$ cat config.mk
export PLATFORM = sky130hd
export DESIGN_NAME = branch_resolve_unit
export DESIGN_NICKNAME = d
export VERILOG_FILES = /design/src/rtl/branch_resolve_unit.sv
export SDC_FILE = /design/constraint.sdc
export NUM_CORES = 1
export LEC_CHECK = 0
export ABC_AREA = 0
export CORE_MARGIN = 8
export CORE_UTILIZATION = 35
export CTS_CLUSTER_SIZE = 20
export DETAILED_ROUTE_END_ITERATION = 6
export SLEW_MARGIN = 15
export SYNTH_ARGS = -nofsm -noshare
export SYNTH_HDL_FRONTEND = slang
export SYNTH_SLANG_ARGS = --single-unit
$ cat constraint.sdc
create_clock -name clk -period 6.05 [get_ports clk]
set_clock_uncertainty 0.05 [all_clocks]
set_input_delay 0.9075 -clock clk [delete_from_list [all_inputs] [get_ports clk]]
set_output_delay 0.9075 -clock clk [all_outputs]
set_load 0.05 [all_outputs]
$ cat src/rtl/branch_resolve_unit.sv
// EX-side branch resolution: in-order queue of IF prediction metadata, checked
// against EX outcomes to train the GShare predictor and redirect on mispredicts.
module branch_resolve_unit #(
    parameter int DEPTH = 4,
    parameter int IDX_W = 8,
    parameter int CNT_W = 32
) (
    input  logic             clk,
    input  logic             rst,
    input  logic             if_push,
    input  logic [31:0]      if_pc,
    input  logic             if_pred_taken,
    input  logic [31:0]      if_pred_target,
    input  logic [IDX_W-1:0] if_pht_idx,
    output logic             q_full,
    input  logic             ex_resolve,
    input  logic             ex_taken,
    input  logic [31:0]      ex_target,
    input  logic             flush,
    output logic             ex_update_en,
    output logic             ex_actual_taken,
    output logic [IDX_W-1:0] pht_idx_ex,
    output logic             redirect_valid,
    output logic [31:0]      redirect_pc,
    output logic [CNT_W-1:0] branch_cnt,
    output logic [CNT_W-1:0] mispred_cnt,
    output logic             err_overflow,
    output logic             err_underflow
);
    localparam int PTR_W = $clog2(DEPTH);
    localparam logic [PTR_W-1:0] PTR_ONE = PTR_W'(1);
    localparam logic [PTR_W:0]   CNT_ONE = (PTR_W + 1)'(1);
    localparam logic [PTR_W:0]   FULL    = (PTR_W + 1)'(DEPTH);
    localparam logic [CNT_W-1:0] STAT_ONE = CNT_W'(1);

    logic [31:0]      pc_mem     [DEPTH];
    logic             taken_mem  [DEPTH];
    logic [31:0]      target_mem [DEPTH];
    logic [IDX_W-1:0] idx_mem    [DEPTH];

    logic [PTR_W-1:0] rd_ptr, wr_ptr;
    logic [PTR_W:0]   count;

    logic do_pop, mispredict, drop_all, push_ok, overflow, underflow;
    logic [31:0] e_pc, e_target;
    logic        e_taken;

    assign q_full   = (count == FULL);
    assign e_pc     = pc_mem[rd_ptr];
    assign e_taken  = taken_mem[rd_ptr];
    assign e_target = target_mem[rd_ptr];

    always_comb begin
        do_pop     = ex_resolve && (count != '0);
        mispredict = do_pop && ((e_taken != ex_taken) || (ex_taken && (e_target != ex_target)));
        drop_all   = flush || mispredict;
        // A pop in the same cycle frees a slot, so a push onto a full queue still fits.
        push_ok    = if_push && !drop_all && (!q_full || do_pop);
        overflow   = if_push && !drop_all && q_full && !do_pop;
        underflow  = ex_resolve && (count == '0);
    end

    always_ff @(posedge clk) begin
        if (push_ok) begin
            pc_mem[wr_ptr]     <= if_pc;
            taken_mem[wr_ptr]  <= if_pred_taken;
            target_mem[wr_ptr] <= if_pred_target;
            idx_mem[wr_ptr]    <= if_pht_idx;
        end
    end

    always_ff @(posedge clk or posedge rst) begin
        if (rst) begin
            rd_ptr <= '0;
            wr_ptr <= '0;
            count  <= '0;
        end else if (drop_all) begin
            rd_ptr <= wr_ptr;
            count  <= '0;
        end else begin
            if (push_ok) wr_ptr <= wr_ptr + PTR_ONE;
            if (do_pop)  rd_ptr <= rd_ptr + PTR_ONE;
            if (push_ok && !do_pop)      count <= count + CNT_ONE;
            else if (!push_ok && do_pop) count <= count - CNT_ONE;
        end
    end

    always_ff @(posedge clk or posedge rst) begin
        if (rst) begin
            ex_update_en    <= 1'b0;
            ex_actual_taken <= 1'b0;
            pht_idx_ex      <= '0;
            redirect_valid  <= 1'b0;
            redirect_pc     <= '0;
            branch_cnt      <= '0;
            mispred_cnt     <= '0;
            err_overflow    <= 1'b0;
            err_underflow   <= 1'b0;
        end else begin
            ex_update_en   <= do_pop;
            redirect_valid <= mispredict && !flush;
            if (do_pop) begin
                ex_actual_taken <= ex_taken;
                pht_idx_ex      <= idx_mem[rd_ptr];
                branch_cnt      <= branch_cnt + STAT_ONE;
            end
            if (mispredict) mispred_cnt <= mispred_cnt + STAT_ONE;
            // An external flush owns the front end, so its redirect wins over ours.
            if (mispredict && !flush) redirect_pc <= ex_taken ? ex_target : e_pc + 32'd4;
            if (overflow)  err_overflow  <= 1'b1;
            if (underflow) err_underflow <= 1'b1;
        end
    end
endmodule

======== Word level (Yosys, flattened, before mapping) ========
Memories as Yosys holds them, arrays and structs flattened. A register that Yosys moved wholly into a read port is not among the register bits.
Cells that the tools add are included.
word-level totals
  bits in writable memories ............... 292
  output and inout port bits .............. 110
  flip-flop bits (word level) ............. 108
  input port bits ......................... 111
  memories kept ........................... 4
  logic and storage cells ................. 58
memories
  memory      words  bits a word  read ports  clocked after memory_dff  write ports  line  RTL
  pc_mem      4      32           1           0                         1            36    logic [31:0] pc_mem [DEPTH];
  target_mem  4      32           1           0                         1            38    logic [31:0] target_mem [DEPTH];
  idx_mem     4      8            1           1                         1            39    logic [IDX_W-1:0] idx_mem [DEPTH];
  taken_mem   4      1            1           0                         1            37    logic taken_mem [DEPTH];
operators by class
  equal/unequal tests ..................... 3
  reductions and logical operators ........ 24
  multiplexer cells ....................... 8
  $add $sub $neg .......................... 7
  bitwise logic cells ..................... 1
operators by type and width
  cell                                                                 number
  32-bit by 1-bit adder with 32-bit output (second input constant)     2
  32-bit by 3-bit adder with 32-bit output (second input constant)     1
  32-bit 2-to-1 mux                                                    1
  32-bit != test                                                       1
  1-bit logical AND                                                    11
  3-bit 2-to-1 mux                                                     3
  3-bit nonzero test                                                   2
  1-bit zero test                                                      5
  2-bit by 1-bit adder with 2-bit output (second input constant)       2
  2-bit 2-to-1 mux                                                     2
  3-bit by 1-bit adder with 3-bit output (second input constant)       1
  3-bit == test (second input constant)                                1
  3-bit zero test                                                      1
  1-bit logical OR                                                     3
  3-bit by 1-bit subtractor with 3-bit output (second input constant)  1
  1-bit 2-to-1 mux                                                     2
  2-bit AND reduction                                                  1
  2-bit nonzero test                                                   1
  1-bit != test                                                        1
  1-bit inverter                                                       1

======== Depth between registers and ports, before layout ========
An unclocked memory read counts as a cell.
  depth after elaboration ................. 14
  depth in mapped cells ................... 13

======== Worst setup path after synthesis ========
No wires, ideal clock.
  path type ............................... reg-to-reg
  start point ............................. register rd_ptr[0]
  end point ............................... memory idx_mem[2][0] (enable)
  data arrival time ....................... 4385 ps
  required time ........................... 5561 ps
  setup slack ............................. 1176 ps
  buffers on the path ..................... 2
  cell stages (with the launch flop) ...... 11
  path through ............................ dfrtp_1 buf_6 buf_6 mux4_2 xor2_1 nor4_2 o21ai_1 nor4_4 a21oi_2 a2111oi_4 and2_1
on the way
  word-level cells in the longest chain between the ends .. 11
  elaborated cells between the ends (all ways) .. 13
  those cells by class .................... eq/ne: 2; mux: 2; reduce/logical: 7; memory: 2
RTL lines
  item                                        line  RTL
  start: declaration                          41    logic [PTR_W-1:0] rd_ptr, wr_ptr;
  start signal: assignment                    78    rd_ptr <= wr_ptr;
  start signal: assignment                    82    if (do_pop) rd_ptr <= rd_ptr + PTR_ONE;
  memory 4 x 32 bit                           n/a
  32-bit != test                              55    mispredict = do_pop && ((e_taken != ex_taken) || (ex_taken && (e_target != ex_target)));
  1-bit logical AND                           55
  1-bit logical OR (*)                        55
  1-bit logical AND (*)                       55
  1-bit logical OR (*)                        56    drop_all = flush || mispredict;
  1-bit zero test (*)                         58    push_ok = if_push && !drop_all && (!q_full || do_pop);
  1-bit logical AND (*) (2 in series)         58
  1-bit 2-to-1 mux (*)                        64    if (push_ok) begin
  1-bit 2-to-1 mux (implied by the code) (*)  68    idx_mem[wr_ptr] <= if_pht_idx;
  end: declaration                            39
Every way passes the cells marked *; elsewhere a longest branch is shown, timed or not.

======== Final worst setup path ========
  start point ............................. register rd_ptr[1]
  end point ............................... memory pc_mem[0][26] (enable)
on the way
  word-level cells in the longest chain between the ends .. 11
  elaborated cells between the ends (all ways) .. 13
  those cells by class .................... eq/ne: 2; mux: 2; reduce/logical: 7; memory: 2
RTL lines
  item                                        line  RTL
  memory 4 x 32 bit                           n/a
  32-bit != test                              55
  1-bit logical AND                           55
  1-bit logical OR (*)                        55
  1-bit logical AND (*)                       55
  1-bit logical OR (*)                        56
  1-bit zero test (*)                         58
  1-bit logical AND (*) (2 in series)         58
  1-bit 2-to-1 mux (*)                        64
  1-bit 2-to-1 mux (implied by the code) (*)  65    pc_mem[wr_ptr] <= if_pc;
  end: declaration                            36
Marked as above.

==> key figures <==
Synth
  – Number of flops mapped to enable cells by yosys: 292
  – Syn nets: 1171
  – Area share of the largest cell type after synthesis: 52.0%
  – Distinct cells, synth: 54
  – Post-Syn Area: 16900 µm²
  – Post-synthesis sequential area ratio: 69.2%
  – Area leader, netlist: edfxtp_1
  – Synth area leaders: edfxtp_1 52%, dfrtp_1 17%, mux4_2 8.3%
  – Yosys warnings: 0
  – Post-synth ARST share: 28.4%
  – Ys flop type: edfxtp_1
  – Post-Syn Instances: 1052
  – Mean Syn Cell Area: 16.0 µm²
  – FF+latch count, synth: 408

Global routing
  – Initial antenna violation count: 2
  – GR Overflow Total: 0
  – First-pass GRT wire length: 64200 µm
  – GRT Resource Usage Total: 15.0%
  – Vias in the first global route: 10200
  – Pin count of the biggest net entering global routing: 70

Worst setup path
  – WP data required: 6240 ps
  – Reg-to-reg slack, setup: 850 ps
  – Crit path max-delay family: compound AO/OA/AOI/OAI gates
  – Largest stage delay, worst path: 800 ps
  – Critical Path Fanout Max: 41
  – Startpoint Class: flip-flop
  – Reg-to-Reg End: pc_mem[0][26]
  – Buf/Inv on CP: 3
  – Reg-to-reg startpoint: rd_ptr[1]
  – CP dominant cell by count: buf_12
  – WS Path Type: flip-flop to flip-flop
  – Crit path DAT: 5400 ps
  – Levels on crit path: 11
  – R2R depth: 11
  – Cells along the critical path: buf_12 -> buf_4 -> mux2i_1 -> o2bb2ai_1 -> a2111oi_0 -> a21oi_1 -> nor4_2 -> a21oi_2 -> a2111oi_4 -> and2_4 -> buf_12
  – Slowest cell on crit path: nor4_2
  – Nature of the critical path endpoint: flip-flop

Floorplan
  – Core Area: 47600 µm²
  – Row cnt: 80
  – Chip Width: 236 µm
  – Die area: 55500 µm²
  – Top Ports: 221
  – Initial Utilization: 35.4%
  – Die height: 236 µm

STA
  – Final critical-path required period: 5200 ps
  – Measured slew at the worst slew-check pin: 941 ps
  – Peak Freq: 192 MHz
  – Final hold vios: 0
  – Setup TNS: 0 ps
  – Setup violators final: 0
  – Slew HR: 37.3%
  – Final period utilization: 86.0%
  – Slew Viols, Final: 0
  – RSZ-0062 raised after global routing: no

Power and ir drop
  – P_int: 0.00622 W
  – Peak supply drop: 292 µV
  – P_leak: 7.52 nW
  – Clock power share: 28.3%
  – Net Sw Power: 0.00314 W
  – Sequential power share: 39.8%
  – Pwr Total: 0.00936 W
  – Combinational Power Share: 31.9%
  – Sw frac: 33.5%
  – Power per cell area: 439 nW/µm²

Status
  – Outcome: finished, final reports clean

Finish
  – Inserted Diodes: 0
  – Design Area, Final: 21300 µm²
  – Area growth syn-to-layout: 26.4%
  – Share of cells above drive strength 1: 14.1%
  – Non-Filler Instances: 1949
  – Final #Nets: 1418

CTS
  – Post-CTS Hold Buffers: 0
  – Num Clock Sinks: 408
  – TritonCTS Buffers: 45
  – Clk_lat worst skew: 570 ps
  – CTS max path bufs: 3
  – Reg clk slew, reported paths: 60 ps
  – Postcts setup bufs: 0
  – H-Tree Depth: 2
  – TritonCTS clock tree: yes
  – CTS-repair resized insts: 0
  – Clk root buf: clkbuf_16

Placement
  – GPL Wtd Cong: 0.736
  – Placed cells: 1867
  – Buffers on Ports: 220
  – Detail Placement HPWL: 30000 µm
  – Area after DPL: 19900 µm²

Detailed routing
  – Post-DRT Antenna Nets: 0
  – DR iter-0 viols: 732
  – Drc violations: 0
  – Wirelength, routed: 42500 µm
  – Via count: 9751
  – Drt via density: 5.00
  – DR pass1 iterations: 4
  – Average wire per standard cell: 21.8 µm

Min path
  – Worst Hold End: pht_idx_ex[5]
  – Hold Path Origin: pht_idx_ex[5]
  – Worst hold stages: 2
  – Hold Path Class: flip-flop to flip-flop

Job
  – Max Cap Violations: 0
-- worst max path at each step --
| stage | to | startpoint | slack (ps) |
|---|---|---|---|
| floorplan | idx_mem[2][0] | rd_ptr[0] | 1180 |
| global placement | pc_mem[0][23] | rd_ptr[0] | 880 |
| detailed placement | pc_mem[0][23] | rd_ptr[0] | 770 |
| CTS | pc_mem[0][26] | rd_ptr[0] | 760 |
| global route | pc_mem[0][26] | rd_ptr[0] | 530 |
| finish | pc_mem[0][26] | rd_ptr[1] | 850 |
-- worst min-delay path, delay by kind of cell, from the launching register on --
family	cells	cell delay, ps
flip-flops	1	340
AND/OR/NAND/NOR	2	100
-- state kept, by name, indices dropped and copies added (netlist names), 2 cells and up --
signal       count
branch_cnt      32
pc_mem         128
count            3
idx_mem         32
pht_idx_ex       8
taken_mem        4
mispred_cnt     32
redirect_pc     32
target_mem     128
wr_ptr           2
rd_ptr           2
-- through the flow --
stage | util, % | setup slack [ps] | hold WS [ps]
finish | 44.8 | 845 | 419
detailed placement | 41.8 | 767 | 411
CTS | 44.8 | 758 | 422
global placement | 41.8 | 881 | 407
floorplan | - | 1180 | 502
global route | 44.8 | 532 | 453
-- synth_stat cells, drive strengths merged (7+ instances only) --
cell type	instances
ha	7
buf	21
nor3	8
nor4	9
nand3	28
clkbuf	18
xor2	29
o22ai	7
nand4	26
o21ai	32
and3	18
xnor2	99
nor2	39
nand2	99
and2	14
inv	24
mux2	27
mux2i	24
and4	7
edfxtp	292
dfrtp	116
a21oi	12
mux4	62
-- power by group through the flow --
| stage | sequential [W] | combinational, W | clock (W) |
|---|---|---|---|
| after floorplan | 0.00423 | 0.00158 | 0 |
| after global placement | 0.00378 | 0.00301 | 0 |
| after detailed placement | 0.00379 | 0.00303 | 0 |
| after CTS | 0.00373 | 0.00304 | 0.00272 |
| after global routing | 0.00378 | 0.00319 | 0.00282 |
| final | 0.00372 | 0.00299 | 0.00265 |
-- layout make-up --
cell class / instances / area (µm²)
Tap cell: 615 / 769
Inverter: 25 / 96.3
Timing Repair Buffer: 239 / 2400
Fill cell: 4208 / 26300
Clock inverter: 24 / 206
Sequential cell: 408 / 11700
Clock buffer: 58 / 1230
Multi-Input combinational cell: 580 / 4950
-- placed cells by master, fill, tap and decap left out, types with 5 or more instances in the layout --
master	count
buf_4	14
nor3_1	8
and4_1	7
o21ai_0	30
mux2i_1	24
nor4_1	6
mux4_2	62
buf_12	5
mux2_2	25
edfxtp_1	292
xnor2_1	99
clkbuf_1	9
dfrtp_1	114
clkinv_2	8
clkinv_1	10
xor2_1	29
nand2_1	99
and3_1	18
ha_1	7
nand3_1	28
nor2_1	38
clkdlybuf4s50_1	219
o22ai_1	7
and2_1	10
a21oi_1	10
inv_1	23
clkbuf_16	46
nand4_1	26
-- kinds of logic after synthesis --
kind of cell             synth area share (%)
XOR/XNOR                                 6.64
buffers and inverters                    1.77
multiplexers                             11.5
AND/OR/NAND/NOR                          7.83
flip-flops                               69.2
adder cells (fa/ha/maj)                 0.638
AO/OA/AOI/OAI                            2.47
-- metal layers --
layer | GRT usage (%) | vias to the layer above | part of all wire [%]
li1 | - | 4461 | -
met1 | 20.1 | 4937 | 44
met2 | 24.2 | 297 | 47
met3 | 4.34 | 52 | 6.7
met4 | 3.17 | 4 | 1.6
met5 | 0 | - | 0.064
(Power assumes the default switching activity.)
